==> config.mk <==
export PLATFORM = sky130hd
export DESIGN_NAME = ps2_poly_note_decoder
export DESIGN_NICKNAME = d
export VERILOG_FILES = /design/src/rtl/ps2_poly_note_decoder.sv
export SDC_FILE = /design/constraint.sdc
export NUM_CORES = 1
export LEC_CHECK = 0
export ABC_AREA = 1
export CORE_MARGIN = 2
export CORE_UTILIZATION = 47
export CTS_CLUSTER_SIZE = 10
export DETAILED_ROUTE_END_ITERATION = 10
export HOLD_SLACK_MARGIN = 0.03
export PLACE_DENSITY_LB_ADDON = 0.1
export SYNTH_ARGS = -nofsm -noshare
export SYNTH_HDL_FRONTEND = slang
export SYNTH_SLANG_ARGS = --single-unit
==> constraint.sdc <==
create_clock -name clock -period 2.1 [get_ports clock]
set_clock_uncertainty 0.2 [all_clocks]
set_input_delay 0.42 -clock clock [delete_from_list [all_inputs] [get_ports clock]]
set_output_delay 0.42 -clock clock [all_outputs]
set_load 0.01 [all_outputs]
==> src/rtl/ps2_poly_note_decoder.sv <==
// Polyphonic PS/2 set-2 note decoder.
// Parses F0 (break) and E0 (extended) prefixes and tracks held note keys in
// NUM_VOICES slots, along with the octave selection and the SPACE/ENTER controls.
module ps2_poly_note_decoder #(
  parameter int NUM_VOICES = 4,
  parameter int OCT_W      = 2,
  parameter int DEF_OCTAVE = 0
) (
  input  logic                        clock,
  input  logic                        resetn,
  input  logic [7:0]                  code_in,
  input  logic                        code_valid,
  output logic [NUM_VOICES*4-1:0]     voice_note,
  output logic [NUM_VOICES*OCT_W-1:0] voice_oct,
  output logic [NUM_VOICES-1:0]       voice_active,
  output logic [OCT_W-1:0]            octave,
  output logic                        load_n,
  output logic                        playback,
  output logic                        key_event,
  output logic                        overflow
);

  localparam logic [7:0] CODE_BRK = 8'hF0;
  localparam logic [7:0] CODE_EXT = 8'hE0;
  localparam logic [7:0] CODE_SPC = 8'h29;
  localparam logic [7:0] CODE_ENT = 8'h5A;

  typedef enum logic [1:0] {IDLE, BRK, EXT, EXT_BRK} state_t;

  state_t                        state_q, state_d;
  logic [NUM_VOICES*4-1:0]       note_q, note_d;
  logic [NUM_VOICES*OCT_W-1:0]   oct_q, oct_d;
  logic [NUM_VOICES-1:0]         act_q, act_d;
  logic [OCT_W-1:0]              octave_q, octave_d;
  logic                          load_n_q, load_n_d;
  logic                          playback_q, playback_d;
  logic                          key_event_q, key_event_d;
  logic                          overflow_q, overflow_d;

  logic                          make_ev, brk_ev;
  logic                          hit, found;
  logic [3:0]                    key_note;
  int                            key_oct;

  // Note key to note number (1..12 = A..G#); 0 means not a note key.
  function automatic logic [3:0] note_of(input logic [7:0] c);
    case (c)
      8'h1C: note_of = 4'd1;
      8'h15: note_of = 4'd2;
      8'h1B: note_of = 4'd3;
      8'h23: note_of = 4'd4;
      8'h24: note_of = 4'd5;
      8'h2B: note_of = 4'd6;
      8'h2D: note_of = 4'd7;
      8'h34: note_of = 4'd8;
      8'h33: note_of = 4'd9;
      8'h35: note_of = 4'd10;
      8'h3B: note_of = 4'd11;
      8'h3C: note_of = 4'd12;
      default: note_of = 4'd0;
    endcase
  endfunction

  // Octave key to octave value; -1 means not an octave key.
  function automatic int oct_of(input logic [7:0] c);
    case (c)
      8'h16: oct_of = 0;
      8'h1E: oct_of = 1;
      8'h26: oct_of = 2;
      8'h25: oct_of = 3;
      default: oct_of = -1;
    endcase
  endfunction

  // Only the final byte of an unextended sequence produces an event.
  assign make_ev = code_valid && (state_q == IDLE) &&
                   (code_in != CODE_BRK) && (code_in != CODE_EXT);
  assign brk_ev  = code_valid && (state_q == BRK) && (code_in != CODE_BRK);

  // Prefix parser state register.
  always_ff @(posedge clock or negedge resetn) begin
    if (!resetn) state_q <= IDLE;
    else         state_q <= state_d;
  end

  // Prefix parser next-state; repeated F0 after a break prefix is absorbed.
  always_comb begin
    state_d = state_q;
    if (code_valid) begin
      case (state_q)
        IDLE:    if (code_in == CODE_BRK)      state_d = BRK;
                 else if (code_in == CODE_EXT) state_d = EXT;
        BRK:     if (code_in != CODE_BRK)      state_d = IDLE;
        EXT:     if (code_in == CODE_BRK)      state_d = EXT_BRK;
                 else                          state_d = IDLE;
        EXT_BRK:                               state_d = IDLE;
        default:                               state_d = IDLE;
      endcase
    end
  end

  // Event handling: voice allocation/release, octave and control keys.
  always_comb begin
    note_d      = note_q;
    oct_d       = oct_q;
    act_d       = act_q;
    octave_d    = octave_q;
    load_n_d    = load_n_q;
    playback_d  = playback_q;
    key_event_d = 1'b0;
    overflow_d  = 1'b0;
    hit         = 1'b0;
    found       = 1'b0;
    key_note    = note_of(code_in);
    key_oct     = oct_of(code_in);
    if (make_ev) begin
      if (key_note != 4'd0) begin
        // A held note re-sent is typematic repeat, not a new voice.
        for (int i = 0; i < NUM_VOICES; i++)
          if (act_q[i] && (note_q[4*i +: 4] == key_note)) hit = 1'b1;
        if (!hit) begin
          for (int i = 0; i < NUM_VOICES; i++) begin
            if (!found && !act_q[i]) begin
              found                  = 1'b1;
              note_d[4*i +: 4]       = key_note;
              oct_d[OCT_W*i +: OCT_W] = octave_q;
              act_d[i]               = 1'b1;
            end
          end
          if (found) key_event_d = 1'b1;
          else       overflow_d  = 1'b1;
        end
      end else if ((key_oct >= 0) && (key_oct <= (1 << OCT_W) - 1)) begin
        octave_d = OCT_W'(key_oct);
      end else if (code_in == CODE_SPC) begin
        load_n_d = 1'b0;
      end else if (code_in == CODE_ENT) begin
        playback_d = 1'b0;
      end
    end else if (brk_ev) begin
      if (key_note != 4'd0) begin
        for (int i = 0; i < NUM_VOICES; i++) begin
          if (act_q[i] && (note_q[4*i +: 4] == key_note)) begin
            hit                     = 1'b1;
            note_d[4*i +: 4]        = 4'd0;
            oct_d[OCT_W*i +: OCT_W] = '0;
            act_d[i]                = 1'b0;
          end
        end
        key_event_d = hit;
      end else if (code_in == CODE_SPC) begin
        load_n_d = 1'b1;
      end else if (code_in == CODE_ENT) begin
        playback_d = 1'b1;
      end
    end
  end

  // Registered outputs.
  always_ff @(posedge clock or negedge resetn) begin
    if (!resetn) begin
      note_q      <= '0;
      oct_q       <= '0;
      act_q       <= '0;
      octave_q    <= OCT_W'(DEF_OCTAVE);
      load_n_q    <= 1'b1;
      playback_q  <= 1'b1;
      key_event_q <= 1'b0;
      overflow_q  <= 1'b0;
    end else begin
      note_q      <= note_d;
      oct_q       <= oct_d;
      act_q       <= act_d;
      octave_q    <= octave_d;
      load_n_q    <= load_n_d;
      playback_q  <= playback_d;
      key_event_q <= key_event_d;
      overflow_q  <= overflow_d;
    end
  end

  assign voice_note   = note_q;
  assign voice_oct    = oct_q;
  assign voice_active = act_q;
  assign octave       = octave_q;
  assign load_n       = load_n_q;
  assign playback     = playback_q;
  assign key_event    = key_event_q;
  assign overflow     = overflow_q;

endmodule

Word-level counts from Yosys, hierarchy flattened --
Cells that the tools add are included.
Storage, ports and cells: bits in registers 36, bits of input ports 11, output and inout port bits 34, logic and storage cells 187
Cells by class: magnitude comparators 2, equal/unequal tests 37, multiplexer cells 93, bitwise operators 2, reductions and logical operators 35
Operators by type and width (number):
- one-hot mux 32 bit (4 select lines) | 1
- equality test 8 x 6 -> 1 bit (second input constant) | 12
- 2-to-1 mux 16 bit | 5
- 2-to-1 mux 1 bit | 55
- 2-to-1 mux 4 bit | 13
- one-hot mux 4 bit (12 select lines) | 1
- equality test 8 x 5 -> 1 bit (second input constant) | 5
- 2-to-1 mux 8 bit | 5
- >= comparator 32 x 1 -> 1 bit (second input constant) | 1
- <= comparator 32 x 3 -> 1 bit (second input constant) | 1
- AND reduction 5 bit | 5
- 2-to-1 mux 2 bit | 12
- equality test 4 bit | 4
- equality test 8 bit (second input constant) | 2
- != test 8 bit (second input constant) | 2
- logical AND 1 bit | 13
- nonzero test 2 bit | 5
- equality test 8 x 7 -> 1 bit (second input constant) | 1
- != test 2 x 1 -> 1 bit (second input constant) | 4
- one-hot mux 2 bit (4 select lines) | 1
- AND reduction 4 bit | 2
- logical NOT 1 bit | 6
- != test 2 bit (second input constant) | 3
- AND reduction 3 bit | 2
- other kinds (6) | 8

Logic depth before layout (Yosys ltp) --
word-level depth 35, depth in mapped cells 17, depth with buffers taken out 17

Worst setup path after synthesis --
OpenSTA, ideal clock, no wires.
kind input to register, start point input port code_in[6], end point register note_q[12], in the netlist voice_note[12], setup time 0.118 ns, arrival 1.942 ns, path slack -0.159 ns, cell stages on the path 14, path through inv_1 nand2_2 nor2_2 o21ai_1 nand3_1 inv_2 o21ai_1 inv_1 nand3_1 nand2_1 o21ai_4 nand3_2 nand2_1 nand2_1
Between the ends: longest elaborated chain between the ends 12, elaborated cells on any way between the ends 42
RTL lines:
- start: declaration | RTL line 11 | input logic [7:0] code_in,
- equality test 8 x 6 -> 1 bit / equality test 8 x 5 -> 1 bit (equally long branches) | RTL line 47 | case (c)
- one-hot mux 4 bit (12 select lines) | RTL line 47
- equality test 4 bit | RTL line 120 | if (act_q[i] && (note_q[4*i +: 4] == key_note)) hit = 1'b1;
- logical AND 1 bit | RTL line 120
- 2-to-1 mux 1 bit (4 in series) | RTL line 120
- 2-to-1 mux 1 bit | RTL line 117 | if (key_note != 4'd0) begin
- 2-to-1 mux 1 bit | RTL line 116 | if (make_ev) begin
- != test 2 bit (no source line)
- AND reduction 5 bit (no source line)
- end signal: assignment | RTL line 171 | note_q <= note_d;
- end: declaration | RTL line 31 | logic [NUM_VOICES*4-1:0] note_q, note_d;
Parallel ways exist; a longest one is shown, timed or not. The select of a mux whose other input is x is not followed. A chain may end at the register's enable or synchronous reset.

Worst setup path in the final report --
start point input port code_in[2], end point register oct_q[5], in the netlist voice_oct[5]
Between the ends: longest elaborated chain between the ends 12, elaborated cells on any way between the ends 39
RTL lines:
- equality test 8 x 6 -> 1 bit / equality test 8 x 5 -> 1 bit (equally long branches) | RTL line 47
- one-hot mux 4 bit (12 select lines) | RTL line 47
- equality test 4 bit | RTL line 120
- logical AND 1 bit | RTL line 120
- 2-to-1 mux 1 bit (4 in series) | RTL line 120
- 2-to-1 mux 1 bit | RTL line 117
- 2-to-1 mux 1 bit | RTL line 116
- != test 2 bit (no source line)
- AND reduction 5 bit (no source line)
- end signal: assignment | RTL line 172 | oct_q <= oct_d;
- end: declaration | RTL line 32 | logic [NUM_VOICES*OCT_W-1:0] oct_q, oct_d;
Parallel ways exist; a longest one is shown, timed or not. The select of a mux whose other input is x is not followed.

==> flow_results.org <==
** Detailed routing
- The routed layout has 2712 vias.
- After detailed routing, the average wire length per cell comes to roughly 14 µm.
- The pre-antenna-repair detailed-routing pass consisted of 4 iterations.
- Count of nets left with antenna violations after detail routing :: 0
- After detailed routing, the number of vias per cell comes to about 5.2.
- After detailed routing, the number of remaining DRC violations is 0.
- The final layout contains routed wiring with a total length of slightly above 7000 µm.
- In this run, the number of DRC markers left after iteration 0 of detailed routing was 177.

** Synth
- Of all cell types, the one taking the most synthesized area is sky130_fd_sc_hd__dfrtp_1.
- Combined area of all synthesized cells :: around 2300 µm²
- Yosys instantiated no cell more often than sky130_fd_sc_hd__nand2_1.
- Post-synth top flop :: sky130_fd_sc_hd__dfrtp_1
- Per-instance average area after synthesis :: about 6.6 µm²
- Share of synthesized area occupied by flip-flops and latches :: between 30% and 40%
- The number of nets handed over by synthesis was between 300 and 400.
- Synthesis handed over a netlist of 348 instances.
- During synthesis, Yosys emitted a total of 0 warnings.
- The netlist uses 26 different library cells.
- The synthesized design contains 0 enable-type register cells.
- Sorting the synthesized cells by how often they occur yields 140 x sky130_fd_sc_hd__nand2_1, 41 x sky130_fd_sc_hd__nor2_1, 34 x sky130_fd_sc_hd__dfrtp_1, 34 x sky130_fd_sc_hd__inv_1.
- Sorting the synthesized cells by area gives the leading types as sky130_fd_sc_hd__dfrtp_1 37%, sky130_fd_sc_hd__nand2_1 23%, sky130_fd_sc_hd__nor2_1 6.7%, sky130_fd_sc_hd__nand4_1 6.3%, sky130_fd_sc_hd__inv_1 5.6%.
- Proportion of netlist area held by the largest area contributor :: between 30 and 40%
- Fraction of registers with async set or reset after synthesis :: 100%
- In this run, synthesis produced a sequential element count of 36.

** Critical path
- Critical path peak fanout :: 7
- FF-to-FF path depth :: 9
- Destination of the worst register-to-register timing path :: voice_note[9]
- The worst setup path is launched from a primary input.
- For the worst setup path, the data required time is 2090 ps.
- Data on the critical path arrives at its endpoint at around 2200 ps.
- STA classifies the critical path endpoint as a flip-flop.
- Reg-to-reg startpoint :: state_q[0]
- Start-to-end type of the worst setup path :: in -> reg
- Slack of the worst reg-to-reg path :: about 40 ps

** Timing
- Setup violations remaining at the end of the flow were counted as 31.
- Final critical-path required period :: 2260 ps
- Worst-Margin Slew :: about 450 ps
- Max-slew violations :: 0
- After layout, the worst setup slack is -157 ps.
- The worst path uses 107% of the clock period.
- Setup repair after global routing could not meet its margin everywhere.
- Static timing analysis puts the maximum clock frequency at 443 MHz.
- Setup total negative slack on the finished layout was measured at -3350 ps.
- Final Hold Fails :: 0
- The worst pin sits at a relative slew slack of about 70%.

** Pwr
- Part of the total power dissipated in the clock network :: between 20% and 30%
- Sequential power share :: between 30% and 40%
- The worst-case IR drop observed on VDD is between 0.0006 and 0.0007 V.
- Power density relative to cell area :: around 650 nW/µm²
- Net switching is 39.0% of the power.
- Internal cell power :: ~0.0015 W
- Power share of the combinational group :: approximately 44%
- P_leak :: 1.79 nW
- Summed over all nets, the switching power comes to between 0.0009 and 0.001 W.

** Hold path
- Worst min-delay path startpoint :: voice_oct[0]
- For hold timing, the worst endpoint is voice_oct[0].
- Counting instances, the worst hold path has a depth of 2.
- The path class of the tightest hold or removal check is reg -> reg.

** Clock tree
- Insertion delay to the later sink of the worst-skew pair :: ~290 ps
- TritonCTS clock tree :: done
- In this run the clock root is driven by a sky130_fd_sc_hd__clkbuf_8.
- Buffers from clock root to sink, at most :: 2
- The number of clock buffers added by TritonCTS is 5.
- H-tree depth :: 2
- Worst-path clk slew :: around 80 ps
- For this design, the sink count on the clock tree is 36.

** Placed design
- After detailed placement, the total cell area comes to between 3000 and 4000 µm².
- Quantity of I/O buffers inserted on ports :: between 40 and 50
- The congestion estimate from routability-driven global placement came to 0.889.
- After legalization and detailed placement, the total HPWL measured 5260 µm.

** Floorplanning
- Ports :: 45
- Measured along the y axis, the die boundary spans around 74 µm.
- Row count :: 25
- Std-Cell Core Area :: roughly 4700 µm²
- In this run the horizontal extent of the chip is roughly 74 µm.
- Once the floorplan was initialized, standard cells occupied 48.5% of the core.
- The die covers ~5400 µm².

** GRT
- The number of global-route vias before repair came to about 2600.
- After global routing the overflow that remains totals 0.
- The number of antenna violations at the first check in global routing is 0.
- Global routing used 28.0% of the available tracks.
- Global-route wire length before repair :: 11700 µm
- Entering global routing, the biggest net connects 20 pins.

** Status
- Run status :: complete, but fails checks
- Failing checks :: setup timing

** Finish
- The number of antenna diodes in the final layout is 0.
- Area of all placed cells without fillers :: around 3700 µm²
- Final design utilization :: 79.2%
- Compared with the post-synthesis result, the final layout area differs by 63.3%.
- In the final design database the tool counted about 460 nets.
- Fraction of layout cells with a size suffix above 1 :: 36.1%

** Flow run
- Max-cap violation count :: 0
state kept, by name (all words and copies together) (netlist names):
name	cells
state_q	2
octave	2
voice_active	4
voice_oct	8
playback	1
key_event	1
voice_note	16
load_n	1
overflow	1
metrics by stage:
stage | total power, W | std cells | hold slack (ps) | setup slack (ps)
after global routing | 0.00255 | 519 | 305 | -269
after CTS | 0.00236 | 517 | 281 | -117
after global placement | 0.00171 | 503 | 184 | -912
after floorplan | 0.00131 | 348 | -75.6 | -58.8
after detailed placement | 0.00172 | 503 | 185 | -943
final | 0.00242 | 519 | 282 | -157
what timing repair did:
action,CTS,global route
pin swaps,42,28
cloned,1,0
setup buffers,5,2
endpoints found under the hold margin,18,0
setup endpoints to repair,36,34
hold buffers,1,0
gates resized for setup,90,37
worst max-delay path, cell delays in order:
cell                      delay [ps]
sky130_fd_sc_hd__buf_8           100
sky130_fd_sc_hd__buf_6           110
sky130_fd_sc_hd__nand2_4          90
sky130_fd_sc_hd__nor2_4           50
sky130_fd_sc_hd__nand2_2          80
sky130_fd_sc_hd__nand3_2         130
sky130_fd_sc_hd__nor2_2          220
sky130_fd_sc_hd__nand2_1          70
sky130_fd_sc_hd__o21ai_1          80
sky130_fd_sc_hd__inv_1            60
sky130_fd_sc_hd__nand3_2         110
sky130_fd_sc_hd__nand2_4          80
sky130_fd_sc_hd__o21ai_4         200
sky130_fd_sc_hd__buf_6           150
sky130_fd_sc_hd__nand3_4         140
sky130_fd_sc_hd__nand2_2         100
sky130_fd_sc_hd__nand2_1          50
layer usage:
metal	GRT usage, %	vias up	share of wire [%]
met5	0	-	0
met4	10.9	0	2.3
met3	5.76	19	4.8
met2	44.9	81	48
met1	36.9	1288	45
li1	-	1324	-
kinds of logic after synthesis:
family                 synth area share, %
AO/OA/AOI/OAI                         6.67
buffers and inverters                 7.92
flip-flops                            39.5
AND/OR/NAND/NOR                       46.0
cell usage in the layout (no fill, tap or decap), types with 2 or more instances in the layout:
cell type / count
sky130_fd_sc_hd__nand2_1: 106
sky130_fd_sc_hd__buf_4: 43
sky130_fd_sc_hd__clkdlybuf4s50_1: 35
sky130_fd_sc_hd__dfrtp_1: 34
sky130_fd_sc_hd__inv_1: 33
sky130_fd_sc_hd__nand2_2: 28
sky130_fd_sc_hd__nand4_1: 23
sky130_fd_sc_hd__nor2_1: 23
sky130_fd_sc_hd__nand3_1: 15
sky130_fd_sc_hd__nor2_2: 15
sky130_fd_sc_hd__buf_6: 12
sky130_fd_sc_hd__nor2_4: 11
sky130_fd_sc_hd__o21ai_0: 10
sky130_fd_sc_hd__nand2_4: 8
sky130_fd_sc_hd__nand3_4: 6
sky130_fd_sc_hd__clkbuf_8: 6
sky130_fd_sc_hd__inv_2: 5
sky130_fd_sc_hd__nand3_2: 5
sky130_fd_sc_hd__o21ai_1: 4
sky130_fd_sc_hd__buf_2: 4
sky130_fd_sc_hd__o21ai_4: 3
sky130_fd_sc_hd__buf_8: 3
sky130_fd_sc_hd__inv_4: 2
sky130_fd_sc_hd__dfstp_2: 2
power groups by stage:
stage	Combinational (W)	Clock, W	Sequential (W)
3_3_place_gp	0.000879	0	0.000833
2_1_floorplan	0.000463	0	0.000849
3_5_place_dp	0.000883	0	0.000833
4_1_cts	0.00101	0.000531	0.000821
6_report	0.00107	0.000524	0.000825
5_1_grt	0.00116	0.000558	0.000838
how the worst max path moves through the flow:
| stage | startpoint | end |
|---|---|---|
| 6_report | code_in[2] | voice_oct[5] |
| 3_5_place_dp | code_in[0] | voice_oct[7] |
| 2_1_floorplan | code_in[6] | voice_oct[5] |
| 3_3_place_gp | code_in[0] | voice_note[13] |
| 5_1_grt | code_in[2] | voice_note[11] |
| 4_1_cts | code_in[2] | voice_note[4] |
area by class of cell:
cell class | count | area, µm²
multi-input combinational | 267 | 1560
fill | 328 | 983
sequential | 36 | 903
timing repair buffer | 99 | 903
inverter | 42 | 191
tap | 67 | 83.8
clock buffer | 6 | 82.6
clock inverter | 2 | 13.8
Power figures use the tool's default switching activity.
